**src/rtl/sram_bus_arbiter_pkg.sv**
```systemverilog
// Shared IDs, size encodings and request payload layout for the SRAM-like bus arbiter.
package sram_bus_arbiter_pkg;

  localparam logic MASTER_INST = 1'b0;
  localparam logic MASTER_DATA = 1'b1;

  localparam logic [1:0] SIZE_BYTE = 2'd0;
  localparam logic [1:0] SIZE_HALF = 2'd1;
  localparam logic [1:0] SIZE_WORD = 2'd2;

  localparam int unsigned SRAM_REQ_WIDTH = 71;

  // Request payload without the req strobe itself.
  typedef struct packed {
    logic        wr;
    logic [1:0]  size;
    logic [31:0] addr;
    logic [3:0]  wstrb;
    logic [31:0] wdata;
  } sram_req_t;

endpackage

```
**src/rtl/sram_bus_arbiter_if.sv**
```systemverilog
// SRAM-like request/response bundle; master drives the request, slave answers.
interface sram_bus_arbiter_if;
  logic        req;
  logic        wr;
  logic [1:0]  size;
  logic [31:0] addr;
  logic [3:0]  wstrb;
  logic [31:0] wdata;
  logic        addr_ok;
  logic        data_ok;
  logic [31:0] rdata;

  modport master (output req, wr, size, addr, wstrb, wdata,
                  input  addr_ok, data_ok, rdata);
  modport slave  (input  req, wr, size, addr, wstrb, wdata,
                  output addr_ok, data_ok, rdata);
endinterface

```
**src/rtl/sram_bus_arbiter_id_fifo.sv**
```systemverilog
// In-order 1-bit ID FIFO recording which master owns each accepted request.
module sram_bus_arbiter_id_fifo #(
  parameter int unsigned DEPTH = 4,
  localparam int unsigned PTR_W = $clog2(DEPTH),
  localparam int unsigned CNT_W = $clog2(DEPTH) + 1
) (
  input  logic             clk,
  input  logic             resetn,
  input  logic             push_i,
  input  logic             din_i,
  input  logic             pop_i,
  output logic             head_o,
  output logic             full_o,
  output logic             empty_o,
  output logic [CNT_W-1:0] count_o
);

  logic [DEPTH-1:0] mem_q, mem_d;
  logic [PTR_W-1:0] wr_ptr_q, wr_ptr_d;
  logic [PTR_W-1:0] rd_ptr_q, rd_ptr_d;
  logic [CNT_W-1:0] count_q, count_d;
  logic             do_push, do_pop;

  assign full_o  = (count_q == CNT_W'(DEPTH));
  assign empty_o = (count_q == '0);
  assign count_o = count_q;
  assign head_o  = mem_q[rd_ptr_q];

  assign do_push = push_i & ~full_o;
  assign do_pop  = pop_i & ~empty_o;

  // Depth is a power of two, so pointers wrap by natural overflow.
  always_comb begin
    mem_d    = mem_q;
    wr_ptr_d = wr_ptr_q;
    rd_ptr_d = rd_ptr_q;
    count_d  = count_q;
    if (do_push) begin
      mem_d[wr_ptr_q] = din_i;
      wr_ptr_d        = wr_ptr_q + PTR_W'(1);
    end
    if (do_pop) begin
      rd_ptr_d = rd_ptr_q + PTR_W'(1);
    end
    case ({do_push, do_pop})
      2'b10:   count_d = count_q + CNT_W'(1);
      2'b01:   count_d = count_q - CNT_W'(1);
      default: count_d = count_q;
    endcase
  end

  always_ff @(posedge clk) begin
    if (!resetn) begin
      mem_q    <= '0;
      wr_ptr_q <= '0;
      rd_ptr_q <= '0;
      count_q  <= '0;
    end else begin
      mem_q    <= mem_d;
      wr_ptr_q <= wr_ptr_d;
      rd_ptr_q <= rd_ptr_d;
      count_q  <= count_d;
    end
  end

endmodule

```
**src/rtl/sram_bus_arbiter.sv**
```systemverilog
// Arbitrates the inst and data SRAM-like masters onto one slave port and
// routes in-order responses back to their owners.
module sram_bus_arbiter
  import sram_bus_arbiter_pkg::*;
#(
  parameter int unsigned MAX_OUTSTANDING = 4,
  parameter int unsigned STARVE_MAX      = 8,
  localparam int unsigned CNT_W    = $clog2(MAX_OUTSTANDING) + 1,
  localparam int unsigned STARVE_W = $clog2(STARVE_MAX + 1)
) (
  input  logic                clk,
  input  logic                resetn,
  sram_bus_arbiter_if.slave   inst_bus,
  sram_bus_arbiter_if.slave   data_bus,
  sram_bus_arbiter_if.master  mem_bus,
  output logic [CNT_W-1:0]    outstanding,
  output logic                err_unexpected
);

  logic                lock_valid_q, lock_valid_d;
  logic                lock_id_q, lock_id_d;
  logic [STARVE_W-1:0] starve_cnt_q, starve_cnt_d;
  logic                err_q, err_d;

  logic      grant_valid, grant_id, granted_req;
  logic      issue, accept, resp_ok;
  logic      fifo_head, fifo_full, fifo_empty;
  sram_req_t inst_pl, data_pl, grant_pl;

  assign inst_pl = {inst_bus.wr, inst_bus.size, inst_bus.addr, inst_bus.wstrb, inst_bus.wdata};
  assign data_pl = {data_bus.wr, data_bus.size, data_bus.addr, data_bus.wstrb, data_bus.wdata};

  // A pending (rejected) request keeps the bus until accepted; otherwise data
  // wins unless inst has waited through STARVE_MAX data grants.
  always_comb begin
    grant_valid = 1'b0;
    grant_id    = MASTER_INST;
    if (lock_valid_q) begin
      grant_valid = 1'b1;
      grant_id    = lock_id_q;
    end else if (data_bus.req &&
                 !(inst_bus.req && (starve_cnt_q == STARVE_W'(STARVE_MAX)))) begin
      grant_valid = 1'b1;
      grant_id    = MASTER_DATA;
    end else if (inst_bus.req) begin
      grant_valid = 1'b1;
      grant_id    = MASTER_INST;
    end
  end

  assign granted_req = grant_valid & ((grant_id == MASTER_DATA) ? data_bus.req : inst_bus.req);
  assign issue       = granted_req & ~fifo_full;
  assign accept      = issue & mem_bus.addr_ok;
  assign resp_ok     = mem_bus.data_ok & ~fifo_empty;

  always_comb begin
    grant_pl = '0;
    if (grant_valid) begin
      grant_pl = (grant_id == MASTER_DATA) ? data_pl : inst_pl;
    end
  end

  assign mem_bus.req   = issue;
  assign mem_bus.wr    = grant_pl.wr;
  assign mem_bus.size  = grant_pl.size;
  assign mem_bus.addr  = grant_pl.addr;
  assign mem_bus.wstrb = grant_pl.wstrb;
  assign mem_bus.wdata = grant_pl.wdata;

  assign inst_bus.addr_ok = accept & (grant_id == MASTER_INST);
  assign data_bus.addr_ok = accept & (grant_id == MASTER_DATA);
  assign inst_bus.data_ok = resp_ok & (fifo_head == MASTER_INST);
  assign data_bus.data_ok = resp_ok & (fifo_head == MASTER_DATA);
  assign inst_bus.rdata   = mem_bus.rdata;
  assign data_bus.rdata   = mem_bus.rdata;

  assign err_unexpected = err_q;

  always_comb begin
    lock_valid_d = lock_valid_q;
    lock_id_d    = lock_id_q;
    starve_cnt_d = starve_cnt_q;
    err_d        = err_q | (mem_bus.data_ok & fifo_empty);

    if (accept) begin
      lock_valid_d = 1'b0;
    end else if (issue) begin
      lock_valid_d = 1'b1;
      lock_id_d    = grant_id;
    end

    if (!inst_bus.req) begin
      starve_cnt_d = '0;
    end else if (accept && (grant_id == MASTER_INST)) begin
      starve_cnt_d = '0;
    end else if (accept && (starve_cnt_q != STARVE_W'(STARVE_MAX))) begin
      starve_cnt_d = starve_cnt_q + STARVE_W'(1);
    end
  end

  always_ff @(posedge clk) begin
    if (!resetn) begin
      lock_valid_q <= 1'b0;
      lock_id_q    <= 1'b0;
      starve_cnt_q <= '0;
      err_q        <= 1'b0;
    end else begin
      lock_valid_q <= lock_valid_d;
      lock_id_q    <= lock_id_d;
      starve_cnt_q <= starve_cnt_d;
      err_q        <= err_d;
    end
  end

  sram_bus_arbiter_id_fifo #(
    .DEPTH (MAX_OUTSTANDING)
  ) u_id_fifo (
    .clk     (clk),
    .resetn  (resetn),
    .push_i  (accept),
    .din_i   (grant_id),
    .pop_i   (resp_ok),
    .head_o  (fifo_head),
    .full_o  (fifo_full),
    .empty_o (fifo_empty),
    .count_o (outstanding)
  );

endmodule

```
**src/flat_wrapper.sv**
```systemverilog
// flat-port wrapper written by rule: the top's interface ports become plain ports
module sram_bus_arbiter_flat import sram_bus_arbiter_pkg::*;
#(
  parameter int unsigned MAX_OUTSTANDING = 4,
  parameter int unsigned STARVE_MAX      = 8,
  localparam int unsigned CNT_W    = $clog2(MAX_OUTSTANDING) + 1,
  localparam int unsigned STARVE_W = $clog2(STARVE_MAX + 1)
)
  (clk, resetn, outstanding, err_unexpected, inst_bus_req, inst_bus_wr, inst_bus_size, inst_bus_addr, inst_bus_wstrb, inst_bus_wdata, inst_bus_addr_ok, inst_bus_data_ok, inst_bus_rdata, data_bus_req, data_bus_wr, data_bus_size, data_bus_addr, data_bus_wstrb, data_bus_wdata, data_bus_addr_ok, data_bus_data_ok, data_bus_rdata, mem_bus_req, mem_bus_wr, mem_bus_size, mem_bus_addr, mem_bus_wstrb, mem_bus_wdata, mem_bus_addr_ok, mem_bus_data_ok, mem_bus_rdata);
  sram_bus_arbiter_if inst_bus_i ();
  sram_bus_arbiter_if data_bus_i ();
  sram_bus_arbiter_if mem_bus_i ();
  input  logic clk;
  input  logic resetn;
  output logic [CNT_W-1:0] outstanding;
  output logic err_unexpected;
  input wire logic [$bits(inst_bus_i.req)-1:0] inst_bus_req;
  input wire logic [$bits(inst_bus_i.wr)-1:0] inst_bus_wr;
  input wire logic [$bits(inst_bus_i.size)-1:0] inst_bus_size;
  input wire logic [$bits(inst_bus_i.addr)-1:0] inst_bus_addr;
  input wire logic [$bits(inst_bus_i.wstrb)-1:0] inst_bus_wstrb;
  input wire logic [$bits(inst_bus_i.wdata)-1:0] inst_bus_wdata;
  output wire logic [$bits(inst_bus_i.addr_ok)-1:0] inst_bus_addr_ok;
  output wire logic [$bits(inst_bus_i.data_ok)-1:0] inst_bus_data_ok;
  output wire logic [$bits(inst_bus_i.rdata)-1:0] inst_bus_rdata;
  input wire logic [$bits(data_bus_i.req)-1:0] data_bus_req;
  input wire logic [$bits(data_bus_i.wr)-1:0] data_bus_wr;
  input wire logic [$bits(data_bus_i.size)-1:0] data_bus_size;
  input wire logic [$bits(data_bus_i.addr)-1:0] data_bus_addr;
  input wire logic [$bits(data_bus_i.wstrb)-1:0] data_bus_wstrb;
  input wire logic [$bits(data_bus_i.wdata)-1:0] data_bus_wdata;
  output wire logic [$bits(data_bus_i.addr_ok)-1:0] data_bus_addr_ok;
  output wire logic [$bits(data_bus_i.data_ok)-1:0] data_bus_data_ok;
  output wire logic [$bits(data_bus_i.rdata)-1:0] data_bus_rdata;
  output wire logic [$bits(mem_bus_i.req)-1:0] mem_bus_req;
  output wire logic [$bits(mem_bus_i.wr)-1:0] mem_bus_wr;
  output wire logic [$bits(mem_bus_i.size)-1:0] mem_bus_size;
  output wire logic [$bits(mem_bus_i.addr)-1:0] mem_bus_addr;
  output wire logic [$bits(mem_bus_i.wstrb)-1:0] mem_bus_wstrb;
  output wire logic [$bits(mem_bus_i.wdata)-1:0] mem_bus_wdata;
  input wire logic [$bits(mem_bus_i.addr_ok)-1:0] mem_bus_addr_ok;
  input wire logic [$bits(mem_bus_i.data_ok)-1:0] mem_bus_data_ok;
  input wire logic [$bits(mem_bus_i.rdata)-1:0] mem_bus_rdata;
  assign inst_bus_i.req = inst_bus_req;
  assign inst_bus_i.wr = inst_bus_wr;
  assign inst_bus_i.size = inst_bus_size;
  assign inst_bus_i.addr = inst_bus_addr;
  assign inst_bus_i.wstrb = inst_bus_wstrb;
  assign inst_bus_i.wdata = inst_bus_wdata;
  assign inst_bus_addr_ok = inst_bus_i.addr_ok;
  assign inst_bus_data_ok = inst_bus_i.data_ok;
  assign inst_bus_rdata = inst_bus_i.rdata;
  assign data_bus_i.req = data_bus_req;
  assign data_bus_i.wr = data_bus_wr;
  assign data_bus_i.size = data_bus_size;
  assign data_bus_i.addr = data_bus_addr;
  assign data_bus_i.wstrb = data_bus_wstrb;
  assign data_bus_i.wdata = data_bus_wdata;
  assign data_bus_addr_ok = data_bus_i.addr_ok;
  assign data_bus_data_ok = data_bus_i.data_ok;
  assign data_bus_rdata = data_bus_i.rdata;
  assign mem_bus_req = mem_bus_i.req;
  assign mem_bus_wr = mem_bus_i.wr;
  assign mem_bus_size = mem_bus_i.size;
  assign mem_bus_addr = mem_bus_i.addr;
  assign mem_bus_wstrb = mem_bus_i.wstrb;
  assign mem_bus_wdata = mem_bus_i.wdata;
  assign mem_bus_i.addr_ok = mem_bus_addr_ok;
  assign mem_bus_i.data_ok = mem_bus_data_ok;
  assign mem_bus_i.rdata = mem_bus_rdata;
  sram_bus_arbiter #(.MAX_OUTSTANDING(MAX_OUTSTANDING), .STARVE_MAX(STARVE_MAX)) u_core (.clk(clk), .resetn(resetn), .inst_bus(inst_bus_i), .data_bus(data_bus_i), .mem_bus(mem_bus_i), .outstanding(outstanding), .err_unexpected(err_unexpected));
endmodule
```
**config.mk**
```make
export PLATFORM = sky130hd
export DESIGN_NAME = sram_bus_arbiter_flat
export DESIGN_NICKNAME = d
export VERILOG_FILES = /design/src/rtl/sram_bus_arbiter_pkg.sv /design/src/rtl/sram_bus_arbiter_if.sv /design/src/rtl/sram_bus_arbiter_id_fifo.sv /design/src/rtl/sram_bus_arbiter.sv /design/src/flat_wrapper.sv
export SDC_FILE = /design/constraint.sdc
export NUM_CORES = 1
export LEC_CHECK = 0
export BUFFER_PORTS_ARGS = -buffer_cell sky130_fd_sc_hd__buf_4
export CAP_MARGIN = 30
export CORE_AREA = 2 2 125 127
export CTS_CLUSTER_DIAMETER = 60
export DETAILED_ROUTE_END_ITERATION = 16
export DIE_AREA = 0 0 127 129
export GPL_TIMING_DRIVEN = 0
export PLACE_DENSITY = 0.57
export SLEW_MARGIN = 20
export SYNTH_ARGS = -nofsm -noshare
export SYNTH_HDL_FRONTEND = slang
export SYNTH_HIERARCHICAL = 1
export SYNTH_SLANG_ARGS = --single-unit
```
**constraint.sdc**
```tcl
create_clock -name clk -period 2.3 [get_ports clk]
set_input_delay 0 -clock clk [delete_from_list [all_inputs] [get_ports clk]]
set_output_delay 0 -clock clk [all_outputs]
set_load 0.005 [all_outputs]
```
# == After elaboration in Yosys (flattened, before gate mapping) ==
# Index checks and enable logic that the tools add are counted.
# word_totals
elab_cells,65
ff_bits,18
in_bits,180
out_inout_bits,144
# op_classes
add_sub_neg,5
order_cmp,3
n_reduce_logical,11
bitwise_logic,19
eq_ne,5
muxes,14
# op_table
cell,count
two-way mux 71 bit,2
AND 1 bit,11
two-way mux 1 bit,8
NOT 1 bit,7
less-than comparator 2 x 3 -> 1 bit (second input constant),2
case mux 3 bit (2 select lines),1
logical AND 1 bit,5
adder 2 x 1 -> 2 bit (second input constant),2
adder 4 x 1 -> 4 bit (second input constant),1
bitwise mux 4 bit,1
equality test 4 bit (second input constant),1
inequality test 4 bit (second input constant),1
adder 3 x 1 -> 3 bit (second input constant),1
equality test 3 bit (second input constant),1
zero test 3 bit,1
OR reduction 3 bit,1
subtractor 3 x 1 -> 3 bit (second input constant),1
binary-select mux 1 bit (select 2 bit),1
demux 1 bit (select 2 bit),1
equality test 2 x 1 -> 1 bit (second input constant),1
equality test 2 bit (second input constant),1
>= comparator 2 x 1 -> 1 bit (second input constant),1
AND reduction 2 bit,1
nonzero test 2 bit,1
other kinds (3),3

# == Depth between registers and ports, before layout ==
# Gate-level depths: netlist of the first run.
# logic_depth
depth_word,13
mapped_depth,12
mapped_depth_nobuf,11

# == Modules after synthesis ==
# Netlist of the first run, hierarchy kept.
# by_module_without_submodules
mod,area_per_inst_um2,n_inst,cells_each
sram_bus_arbiter,2011.9,1,283
sram_bus_arbiter_id_fifo,609.3,1,64

# == Least setup slack after synthesis of the first run ==
# No wires, ideal clock.
# synth_path
kind,register -> register
from,reg u_core.u_id_fifo.count_q[2] (netlist: u_core/u_id_fifo/count_o[2])
to,reg u_core.u_id_fifo.count_q[2] (netlist: u_core/u_id_fifo/count_o[2])
synth_period_minus_slack_ns,2.568
n_path_buf,0
required_time_ns,2.224
path_stages_with_launch,12
arrival_time_ns,2.492
setup_ns,0.076
setup_slack_ns,-0.268
cell_sequence,dfxtp_1 nor3b_4 a2111o_1 inv_1 nor2b_2 inv_1 ha_1 inv_1 fa_1 xor2_1 or3_1 a21boi_0
# synth_between
elab_chain_cells,7
word_cells_on_any_way,15
classes_between,add/sub: 2; eq/ne: 3; mux: 1; bitwise: 7; reduce/logical: 2
# synth_rtl
item,line,source
from (decl),sram_bus_arbiter_id_fifo.sv:21,"logic [CNT_W-1:0] count_q, count_d;"
from (signal assigned),sram_bus_arbiter_id_fifo.sv:62,count_q <= count_d;
equality test 3 bit (*),sram_bus_arbiter_id_fifo.sv:24,assign full_o = (count_q == CNT_W'(DEPTH));
via u_core.fifo_full,sram_bus_arbiter.sv:27,"logic fifo_head, fifo_full, fifo_empty;"
NOT 1 bit (*),sram_bus_arbiter.sv:52,assign issue = granted_req & ~fifo_full;
AND 1 bit (*),sram_bus_arbiter.sv:52,
AND 1 bit (*),sram_bus_arbiter.sv:53,assign accept = issue & mem_bus.addr_ok;
via u_core.accept,sram_bus_arbiter.sv:26,"logic issue, accept, resp_ok;"
AND 1 bit (*),sram_bus_arbiter_id_fifo.sv:29,assign do_push = push_i & ~full_o;
equality test 2 x 1 -> 1 bit / equality test 2 bit (equally long branches),sram_bus_arbiter_id_fifo.sv:45,"case ({do_push, do_pop})"
case mux 3 bit (2 select lines) / nonzero test 2 bit (equally long branches),--,
# Mark *: on every way through the listed nets, which the timed path passes. The rest lies on a longest branch.
# A chain may end at the register's enable or synchronous reset.

# == Final worst setup path of the first run ==
# layout_path
from,reg u_core.starve_cnt_q[0]
to,out mem_bus_wdata[28]
# layout_between
elab_chain_cells,8
word_cells_on_any_way,10
classes_between,eq/ne: 1; mux: 6; reduce/logical: 3
# layout_rtl
item,line,source
from (decl),sram_bus_arbiter.sv:22,"logic [STARVE_W-1:0] starve_cnt_q, starve_cnt_d;"
from (signal assigned),sram_bus_arbiter.sv:110,starve_cnt_q <= starve_cnt_d;
equality test 4 bit (*),sram_bus_arbiter.sv:42,!(inst_bus.req && (starve_cnt_q == STARVE_W'(STARVE_MAX)))) begin
logical AND 1 bit (*),sram_bus_arbiter.sv:42,
zero test 1 bit (*),sram_bus_arbiter.sv:42,
logical AND 1 bit (*),sram_bus_arbiter.sv:41,end else if (data_bus.req &&
two-way mux 1 bit,sram_bus_arbiter.sv:41,
two-way mux 1 bit,sram_bus_arbiter.sv:38,if (lock_valid_q) begin
two-way mux 71 bit,sram_bus_arbiter.sv:59,grant_pl = (grant_id == MASTER_DATA) ? data_pl : inst_pl;
two-way mux 71 bit (*),sram_bus_arbiter.sv:58,if (grant_valid) begin
to (decl),flat_wrapper.sv:40,output wire logic [$bits(mem_bus_i.wdata)-1:0] mem_bus_wdata;
# Every way passes the cells marked *; elsewhere a longest branch is shown, timed or not.

==> results of run 1 <==
kinds of logic after synthesis:
group	after synthesis	synth area share, %
buffers and inverters	94	23.2
xor gates and xnor gates	2	0.668
AOI/OAI and AO/OA	30	8.35
muxes	75	29.1
DFF	18	13.7
and+or+nand+nor	120	20.9
adders and majority gates	8	4.10
layer usage:
layer	GRT usage (%)	vias to the layer above	wire [um]
met1	20.0	1538	5690
met3	3.33	4	1000
met2	22.9	157	6200
met4	1.94	0	65
met5	0	-	0
li1	-	1714	-
cell usage in the layout, fill, tap and decap left out, types with 4 or more instances in the layout:
cell / Yosys / routed
dfxtp_1: 18 / 14
nand3_1: 5 / 5
clkbuf_1: 9 / 8
nor2b_1: 6 / 4
inv_1: 11 / 8
mux2i_1: 74 / 72
o21ai_0: 5 / 4
o31ai_1: 4 / 4
inv_2: 1 / 4
o211ai_1: 4 / 4
ha_1: 7 / 6
buf_4: 65 / 367
nor2_1: 77 / 77
and2_1: 4 / 4
nand2_1: 15 / 15
power by group through the flow:
stage               clock network, mW  logic (mW)  registers [mW]
global placement                    0        1.17           0.373
global route                    0.414        1.32           0.368
floorplan                           0       0.506           0.368
finish                          0.387        1.21           0.364
CTS                             0.397        1.18           0.366
detailed placement                  0        1.17           0.372
Yosys cell counts (all sizes together), types with 2 or more instances:
| master | instances |
|---|---|
| o31ai | 4 |
| nand3 | 5 |
| nor2 | 77 |
| dfxtp | 18 |
| nand2 | 15 |
| o211ai | 4 |
| buf | 73 |
| clkbuf | 9 |
| ha | 7 |
| a21oi | 3 |
| inv | 12 |
| or3 | 3 |
| nor2b | 7 |
| a21boi | 4 |
| mux2i | 74 |
| o21ai | 6 |
| nor3 | 2 |
| and2 | 4 |
registers in the layout, indices dropped and copies added (netlist names):
name                       count
u_core/u_id_fifo/mem_q         4
u_core/starve_cnt_q            4
u_core/u_id_fifo/wr_ptr_q      2
u_core/lock_valid_q            1
u_core/err_unexpected          1
u_core/lock_id_q               1
u_core/u_id_fifo/rd_ptr_q      2
u_core/u_id_fifo/count_o       3
worst register-to-register path: stages (launching register included):
cell and delay, ns:
dfxtp_4 0.36, nor3b_4 0.24, a2111o_1 0.18, inv_2 0.05, nor2b_4 0.13, inv_2 0.06
ha_4 0.14, inv_2 0.03, fa_2 0.32, xor2_1 0.17, or3_1 0.30, a21boi_1 0.13
final timing paths:
path,startpoint,endpoint,slack [ns]
worst max-delay path,u_core/starve_cnt_q[0]$_SDFFE_PP0P_,mem_bus_wdata[28],0.11
worst min-delay path,mem_bus_data_ok,u_core/err_unexpected$_SDFF_PN0_,0.003
worst max register to register,u_core/u_id_fifo/count_o[0]$_SDFFE_PN0P_,u_core/u_id_fifo/count_o[2]$_SDFFE_PN0P_,0.11
worst min register to register,u_core/u_id_fifo/rd_ptr_q[0]$_SDFFE_PN0P_,u_core/u_id_fifo/rd_ptr_q[0]$_SDFFE_PN0P_,0.48
cell type report:
| class | count | area share, % |
|---|---|---|
| Inverter | 12 | 0.857 |
| Tap cell | 188 | 4.48 |
| Multi-Input combinational cell | 235 | 32.1 |
| Timing Repair Buffer | 299 | 42.7 |
| Buffer | 82 | 11.2 |
| Sequential cell | 18 | 7.05 |
| Clock buffer | 4 | 1.69 |
through the flow:
stage	setup slack [ns]	TNS, ns	hold WS [ns]
final	0.105	0	0.00322
after global routing	-0.0148	-0.0436	0.0395
after CTS	-0.0231	-0.0482	0.00614
after detailed placement	-0.430	-0.704	0.166
after global placement	-0.438	-2.05	0.166
after floorplan	-0.135	-0.135	0.0808
what timing repair did:
item,in CTS,in global routing
gates resized for setup,5,15
hold buffers,0,0
setup endpoints to repair,16,64
buffers inserted,2,6
pin swaps,1,4
==> results.toml, run 1 <==
[layout]
final_cell_count_no_fill = 838
fillers = 1618
final_util_pct = 35.1
seqCellArea_um2 = 370
fin_nets = 839
final_area_um2 = 5260
area_growth_pct = 100
multi_input_area_um2 = 1690
drive_gt1_share_pct = 61.1
antenna_cells = 0

[global_routing]
antenna_found_initial = 0
grt_overflow = 0
grt_pass1_vias = 3277
grt.total_usage_pct = 14.3
grt_pass1_wl_um = 18200
grt_start_max_net_pins = 15

[outcome]
status = "finished clean"

[worst_setup_path]
cp_slowest_stage_delay_ns = 0.34
cp.depth = 9
required_ns = 2.30
crit_chain = "inv_1 > ha_1 > nand4b_1 > a21oi_1 > buf_4 > buf_4 > mux2i_1 > nor2_1 > buf_4"
cpMostUsedCell = "buf_4"
r2r_cells = 11
start_kind = "flip-flop"
cp-end-kind = "primary output"
cp_max_fo = 10
critPathBufInv = 4
critical-path-slowest-cell = "dfxtp_1"
critPathKind = "reg2out"
cp_top_family = "buffers and inverters"
arrival_ns = 2.19

[pwr]
seq_power_share_pct = 18.6
leakagePower_nw = 2.90
powerDensity_nw_per_um2 = 373
cellInternalPower_mw = 1.32
fin_total_pwr_mw = 1.96
p_clk_share_pct = 19.7
comb_power_share_pct = 61.7
power_switching_mw = 0.644
vdd_drop_max_mv = 0.379
switching_share_pct = 32.8

[yosys]
synth_nets = 535
yosysWarnings = 6
avgSynthCellArea_um2 = 7.55
synth_area_leader_cell = "mux2i_1"
ys_types = 44
postSynthCellCount = 347
synth_seq_area_share_pct = 13.7
ys_ff_latch = 18
syn_area_um2 = 2620
async_reset_ff_share_pct = 0
ys.flop_type = "dfxtp_1"
synth_area_leaders = "mux2i_1, buf_4, dfxtp_1"
synth-edff-count = 0
synth.top_cell.area_share_pct = 28.3

[timing]
tightestPinTransition_ns = 0.796
finalMaxSlewViolations = 0
max-slew-margin-rel_pct = 46.9
min_period_ns = 2.19
finalClockSkew_ns = 0.00133
fin_crit_sh_pct = 95.4
fmax_mhz = 456
hold_violations = 0
setup_viol = 0
rsz0062_at_grt = "yes"

[worst_hold_path]
hold_path_class = "in2reg"
min_path_cells = 3

[clock_tree]
numCtsBuffers = 3
h-tree-depth = 1
cts.sinks = 18
clkLatencyLatePin_ns = 0.25
path_clk_slew_ns = 0.05
clockRootBuffer = "clkbuf_16"
clk_path_buf_depth = 2
tritoncts = "built"

[drt]
ant_nets = 0
drc = 0
dr.first_iter.drc_count = 112
wl_per_cell_um = 15.5
viasPerCell = 4.07
wl_um = 13000
num_vias = 3413
firstDrtPassIters = 4

[place]
dp_hpwl_um = 11300
dpl_cell_area_um2 = 5050
dp.cells = 826
globalplace.congestion = 0.818
portBuffers = 290

[job]
cap_violations = 0

[die]
rows = 45
die_w_um = 127
die_h_um = 129
coreArea_um2 = 15000
dieArea_um2 = 16400
start_util_pct = 17.5
num_io_pins = 324
Power figures use the tool's default switching activity.
==> run 2: changes to the inputs <==
--- a/config.mk
+++ b/config.mk
@@ -7,14 +7,13 @@
 export LEC_CHECK = 0
 export BUFFER_PORTS_ARGS = -buffer_cell sky130_fd_sc_hd__buf_4
 export CAP_MARGIN = 30
-export CORE_AREA = 2 2 125 127
+export CORE_AREA = 2 2 126 128
 export CTS_CLUSTER_DIAMETER = 60
 export DETAILED_ROUTE_END_ITERATION = 16
-export DIE_AREA = 0 0 127 129
+export DIE_AREA = 0 0 128 130
 export GPL_TIMING_DRIVEN = 0
-export PLACE_DENSITY = 0.57
+export PLACE_DENSITY = 0.56
 export SLEW_MARGIN = 20
 export SYNTH_ARGS = -nofsm -noshare
 export SYNTH_HDL_FRONTEND = slang
-export SYNTH_HIERARCHICAL = 1
 export SYNTH_SLANG_ARGS = --single-unit
==> run 2 against run 1 <==
Effect of this change: global-route usage decreased by 0.89 points; area after synthesis down 4.2%; highest routed layer unchanged; critical path type is now reg2reg; register-to-register slack got worse by 0.10 ns.
==> results.toml, run 2 <==
[global_routing]
antenna_found_initial = 0
grt.total_usage_pct = 13.4
grt_util_met2_pct = 24.8
grt_pass1_wl_um = 17600
met3_usage_pct = 2.83
grt_pass1_vias = 3377
grt_use_met1_pct = 16.7
grt_start_max_net_pins = 15
grt_busiest_layer = "met2"
grt_overflow = 0

[drt]
dr.first_iter.drc_count = 80
wl_per_cell_um = 14.0
viasPerCell = 4.01
ant_nets = 0
drc = 0
wl_um = 12800
num_vias = 3665
firstDrtPassIters = 6

[clock_tree]
tritoncts = "built"
clk_path_buf_depth = 2
clockRootBuffer = "clkbuf_16"
numCtsBuffers = 3
cts.sinks = 18
path_clk_slew_ns = 0.05
h-tree-depth = 1
ctsHoldBuffers = 0
clkLatencyLatePin_ns = 0.25

[yosys]
synth_area_leaders = "nand2_1, buf_4, a21oi_1"
synth-edff-count = 0
synth_compound_area_share_pct = 20.9
syn_area_um2 = 2510
postSynthCellCount = 420
synth_seq_area_share_pct = 14.3
ys.flop_type = "dfxtp_1"
synth_fa_ha_area_share_pct = 4.29
muxShareOfSynthArea_pct = 2.94
ys_ff_latch = 18
synth_nets = 608
yosysWarnings = 0
synth_top_family_by_area = "simple AND/OR/NAND/NOR gates"
synth_xor_area_share_pct = 1.74
yosysMostFrequentCell = "nand2_1"
ys_types = 39
synth.top_cell.area_share_pct = 22.1
synth_commonest_cells = "nand2_1, a21oi_1, buf_4"
async_reset_ff_share_pct = 0
avgSynthCellArea_um2 = 5.98
yosys.area_share.simple_pct = 29.9
synth_area_leader_cell = "nand2_1"

[timing]
finalClockSkew_ns = 0.00144
tightestPinTransition_ns = 0.774
fin_crit_sh_pct = 99.9
rsz0062_at_grt = "yes"
max-slew-margin-rel_pct = 48.4
finalMaxSlewViolations = 0
min_period_ns = 2.30
setup_viol = 0
hold_violations = 0
fmax_mhz = 435

[pwr]
vdd_drop_max_mv = 0.256
fin_total_pwr_mw = 2.55
powerDensity_nw_per_um2 = 489
leakagePower_nw = 2.73

[worst_setup_path]
start_kind = "flip-flop"
critPathKind = "reg2reg"
cp_max_fo = 3
required_ns = 2.48
cp-end-kind = "flip-flop"
arrival_ns = 2.48

[place]
dp_hpwl_um = 10400
globalplace.congestion = 0.757
portBuffers = 290

[die]
die_w_um = 128
coreArea_um2 = 15400
dieArea_um2 = 16600
start_util_pct = 16.3
die_h_um = 130
num_io_pins = 324
rows = 46

[outcome]
status = "finished clean"

[worst_hold_path]
hold_path_class = "in2reg"

[layout]
drive_gt1_share_pct = 55.5
antenna_cells = 0
area_growth_pct = 107
fillers = 1736
layout_commonest_cell = "buf_4"
final_util_pct = 33.8
fin_nets = 911
final_cell_mix = "buf_4, nand2_1, a21oi_1"

[job]
cap_violations = 0
run 2: final cells by class:
type / count / area [um2] / area share (%)
Buffer: 91 / 633 / 12.2
Tap cell: 192 / 240 / 4.61
Sequential cell: 18 / 375 / 7.21
Timing Repair Buffer: 300 / 2260 / 43.5
Multi-Input combinational cell: 296 / 1560 / 29.9
Inverter: 13 / 48.8 / 0.937
Clock buffer: 4 / 88.8 / 1.71
run 2: repair_timing:
action,4_1_cts,5_1_grt
endpoints found under the hold margin,0,0
setup endpoints to repair,79,57
setup buffers,6,3
resized for setup,19,36
pin swaps,2,5
run 2: path summary, 6_finish.rpt:
check                                                             from                                       end  slack (ns)  cells after the start
worst max-delay path                     u_core.lock_id_q$_SDFFE_PN0P_  u_core.u_id_fifo.count_o[2]$_SDFFE_PN0P_       0.002                      9
worst min-delay path                                   mem_bus_data_ok          u_core.err_unexpected$_SDFF_PN0_       0.009                      3
worst max register to register           u_core.lock_id_q$_SDFFE_PN0P_  u_core.u_id_fifo.count_o[2]$_SDFFE_PN0P_       0.002                      9
worst min register to register  u_core.u_id_fifo.mem_q[3]$_SDFFE_PN0P_    u_core.u_id_fifo.mem_q[3]$_SDFFE_PN0P_        0.48                      2
run 2: through the flow:
step           hold slack [ns]  instances  TNS (ns)  worst slack (ns)  area [um2]
3_5_place_dp             0.166        903    -11.51            -0.557        4980
3_3_place_gp             0.166        902    -35.16            -0.842        4950
2_1_floorplan           0.0808        420         0           0.00601        2540
5_1_grt                 0.0331        914   -0.0827           -0.0827        5210
6_report               0.00941        914         0           0.00189        5210
4_1_cts                0.00639        912         0           0.00154        5140
run 2: routing by layer:
| metal | vias up | part of all wire [%] |
|---|---|---|
| met2 | 182 | 51 |
| met3 | 2 | 8.3 |
| met1 | 1576 | 41 |
| met4 | 0 | 0.093 |
| li1 | 1905 | - |
| met5 | - | 0 |
run 2: where the power goes:
part	internal [mW]	switching [mW]
clock	0.265	0.124
combinational	0.979	0.767
sequential	0.376	0.0361
total	1.62	0.927
run 2: cells by family (layout without fill, tap and decap cells):
group / Yosys count / in the layout
simple gates: 181 / 181
buf+inv: 106 / 408
compound gates: 96 / 96
flops: 18 / 18
fa+ha+maj: 8 / 8
mux: 6 / 6
xor+xnor: 5 / 5
run 2: worst max-delay path, cell delays in order, from the launching register on:
cell and delay, ns:
dfxtp_4 0.35, mux2_4 0.30, o211a_1 0.25, inv_2 0.11, ha_4 0.14, inv_2 0.04
fa_2 0.37, xor2_2 0.19, or3_1 0.34, a21boi_1 0.13
==> run 3: changes to the inputs <==
--- a/config.mk
+++ b/config.mk
@@ -5,14 +5,15 @@
 export SDC_FILE = /design/constraint.sdc
 export NUM_CORES = 1
 export LEC_CHECK = 0
-export BUFFER_PORTS_ARGS = -buffer_cell sky130_fd_sc_hd__buf_4
 export CAP_MARGIN = 30
-export CORE_AREA = 2 2 126 128
+export CORE_AREA = 2 2 125 127
+export CTS_BUF_LIST = sky130_fd_sc_hd__clkbuf_4 sky130_fd_sc_hd__clkbuf_8
 export CTS_CLUSTER_DIAMETER = 60
 export DETAILED_ROUTE_END_ITERATION = 16
-export DIE_AREA = 0 0 128 130
+export DIE_AREA = 0 0 127 129
+export DONT_BUFFER_PORTS = 1
 export GPL_TIMING_DRIVEN = 0
-export PLACE_DENSITY = 0.56
+export PLACE_DENSITY = 0.37
 export SLEW_MARGIN = 20
 export SYNTH_ARGS = -nofsm -noshare
 export SYNTH_HDL_FRONTEND = slang
==> run 3 against run 2 <==
Effect of this change: global-route usage is 1.7 points lower; cell count is 32% lower; routed wire length is 11% lower; register-to-register slack hardly changed; non-clock buffer count is 290 lower; fmax is 0.66% higher; utilization is 13 points lower; cell area is 41% lower; combinational power is 35% lower; die area is 1.5% lower; critical path type unchanged; largest cell class is now multi-input combinational cells.
==> results.toml, run 3 (synthesis results as in run 2) <==
[clock_tree]
clk_path_buf_depth = 2
h-tree-depth = 1
tritoncts = "built"
cts.sinks = 18
path_clk_slew_ns = 0.07
clkLatencyLatePin_ns = 0.25
numCtsBuffers = 3
clockRootBuffer = "clkbuf_8"

[layout]
fin_nets = 621
fillers = 1699
final_cell_mix = "nand2_1, buf_4, a21oi_1"
area_growth_pct = 23.2
layout_commonest_cell = "nand2_1"
drive_gt1_share_pct = 28.5
antenna_cells = 0
final_cell_count_no_fill = 620

[timing]
setup_viol = 0
worst_slack_ns = 0.0169
hold-worst-slack_ns = 0.0255
rsz0062_at_grt = "yes"
finalMaxSlewViolations = 0
finalClockSkew_ns = 0.00227
hold_violations = 0
min_period_ns = 2.28
max-slew-margin-rel_pct = 56.4
tightestPinTransition_ns = 0.654
fmax_mhz = 438
fin_crit_sh_pct = 99.3

[worst_setup_path]
r2r_end = "u_core.u_id_fifo.count_o[2]$_SDFFE_PN0P_"
arrival_ns = 2.47
cp-end-kind = "flip-flop"
endpoint = "u_core.u_id_fifo.count_o[2]$_SDFFE_PN0P_"
required_ns = 2.49
critPathKind = "reg2reg"
r2r_cells = 10
critPathLaunch = "u_core.u_id_fifo.count_o[0]$_SDFFE_PN0P_"
r2r-start = "u_core.u_id_fifo.count_o[0]$_SDFFE_PN0P_"
cp_max_fo = 7
rrSetupSlack_ns = 0.02
start_kind = "flip-flop"

[pwr]
leakagePower_nw = 1.32
vdd_drop_max_mv = 0.220
p_clk_share_pct = 14.3
switching_share_pct = 45.7
comb_power_share_pct = 61.5
powerDensity_nw_per_um2 = 598
seq_power_share_pct = 24.2
power_switching_mw = 0.845
cellInternalPower_mw = 1.00

[drt]
wl_um = 11500
ant_nets = 0
firstDrtPassIters = 4
drc = 0
num_vias = 2841
viasPerCell = 4.58
wl_per_cell_um = 18.5
dr.first_iter.drc_count = 110

[place]
portBuffers = 0
dp.cells = 609
dp_hpwl_um = 9620
dp_slack_ns = -0.714
globalplace.congestion = 0.761

[worst_hold_path]
hold_path_class = "in2reg"

[die]
dieArea_um2 = 16400
rows = 45
die_w_um = 127
die_h_um = 129
coreArea_um2 = 15000
start_util_pct = 16.8
num_io_pins = 324

[outcome]
status = "finished clean"

[global_routing]
grt_overflow = 0
antenna_found_initial = 0
grt_start_max_net_pins = 13
grt.total_usage_pct = 11.7
grt_pass1_vias = 2462
grt_pass1_wl_um = 14300

[job]
cap_violations = 0
[run 3: worst min-delay path by stage]
| stage | from | to | cells past startpoint |
|---|---|---|---|
| after floorplan | mem_bus_rdata[0] | data_bus_rdata[0] | 1 |
| after global placement | mem_bus_rdata[16] | data_bus_rdata[16] | 1 |
| after detailed placement | mem_bus_rdata[6] | data_bus_rdata[6] | 1 |
| after CTS | mem_bus_addr_ok | u_core.lock_id_q$_SDFFE_PN0P_ | 3 |
| after global routing | mem_bus_rdata[24] | inst_bus_rdata[24] | 1 |
| final | mem_bus_addr_ok | u_core.lock_id_q$_SDFFE_PN0P_ | 3 |
[run 3: final cells by class]
class	count	area [um2]	area share [%]
plain buffers	92	641	20.7
clock buffers	4	55.1	1.78
flip-flops and latches	18	373	12.1
well taps	188	235	7.60
inverters	13	48.8	1.58
repair buffers	9	100	3.23
multi-input cells	296	1640	53.1
[run 3: per-layer routing]
metal	routed length, um	GRT usage [%]	vias to the layer above	share of wire [%]
met5	0	0	-	0
met4	301	3.10	0	2.6
met3	939	2.41	16	8.2
met2	5580	20.4	203	49
met1	4650	14.7	1301	41
li1	-	-	1321	-
[run 3: power by group through the flow]
stage / clock (mW) / sequential [mW] / combinational (mW)
2_1_floorplan: 0 / 0.426 / 0.754
3_3_place_gp: 0 / 0.446 / 1.01
3_5_place_dp: 0 / 0.447 / 1.01
4_1_cts: 0.273 / 0.445 / 1.09
5_1_grt: 0.288 / 0.456 / 1.26
6_report: 0.264 / 0.448 / 1.14
[run 3: per-stage QoR]
step	power (mW)	utilization (%)	cell area [um2]	setup TNS, ns
after global routing	2.00	20.7	3090	-0.0839
after detailed placement	1.46	18.7	2800	-10.58
after CTS	1.81	19.9	2980	-0.0220
final	1.85	20.7	3090	0
after floorplan	1.18	-	2540	0
after global placement	1.45	18.5	2770	-34.78
[run 3: timing repair]
item	in CTS	in global routing
hold buffers	2	0
endpoints found under the setup margin	80	57
pin swaps	4	4
gates resized for setup	25	37
hold endpoints to repair	7	0
buffers inserted	5	0
[run 3: critical path, cell delays in order, from the launching register on]
cell and delay (ns):
dfxtp_4 0.38, or3b_4 0.39, o211a_1 0.14, inv_2 0.08
buf_8 0.10, ha_4 0.13, inv_2 0.03, fa_2 0.34
xor2_2 0.16, or3_4 0.33, a21boi_2 0.14
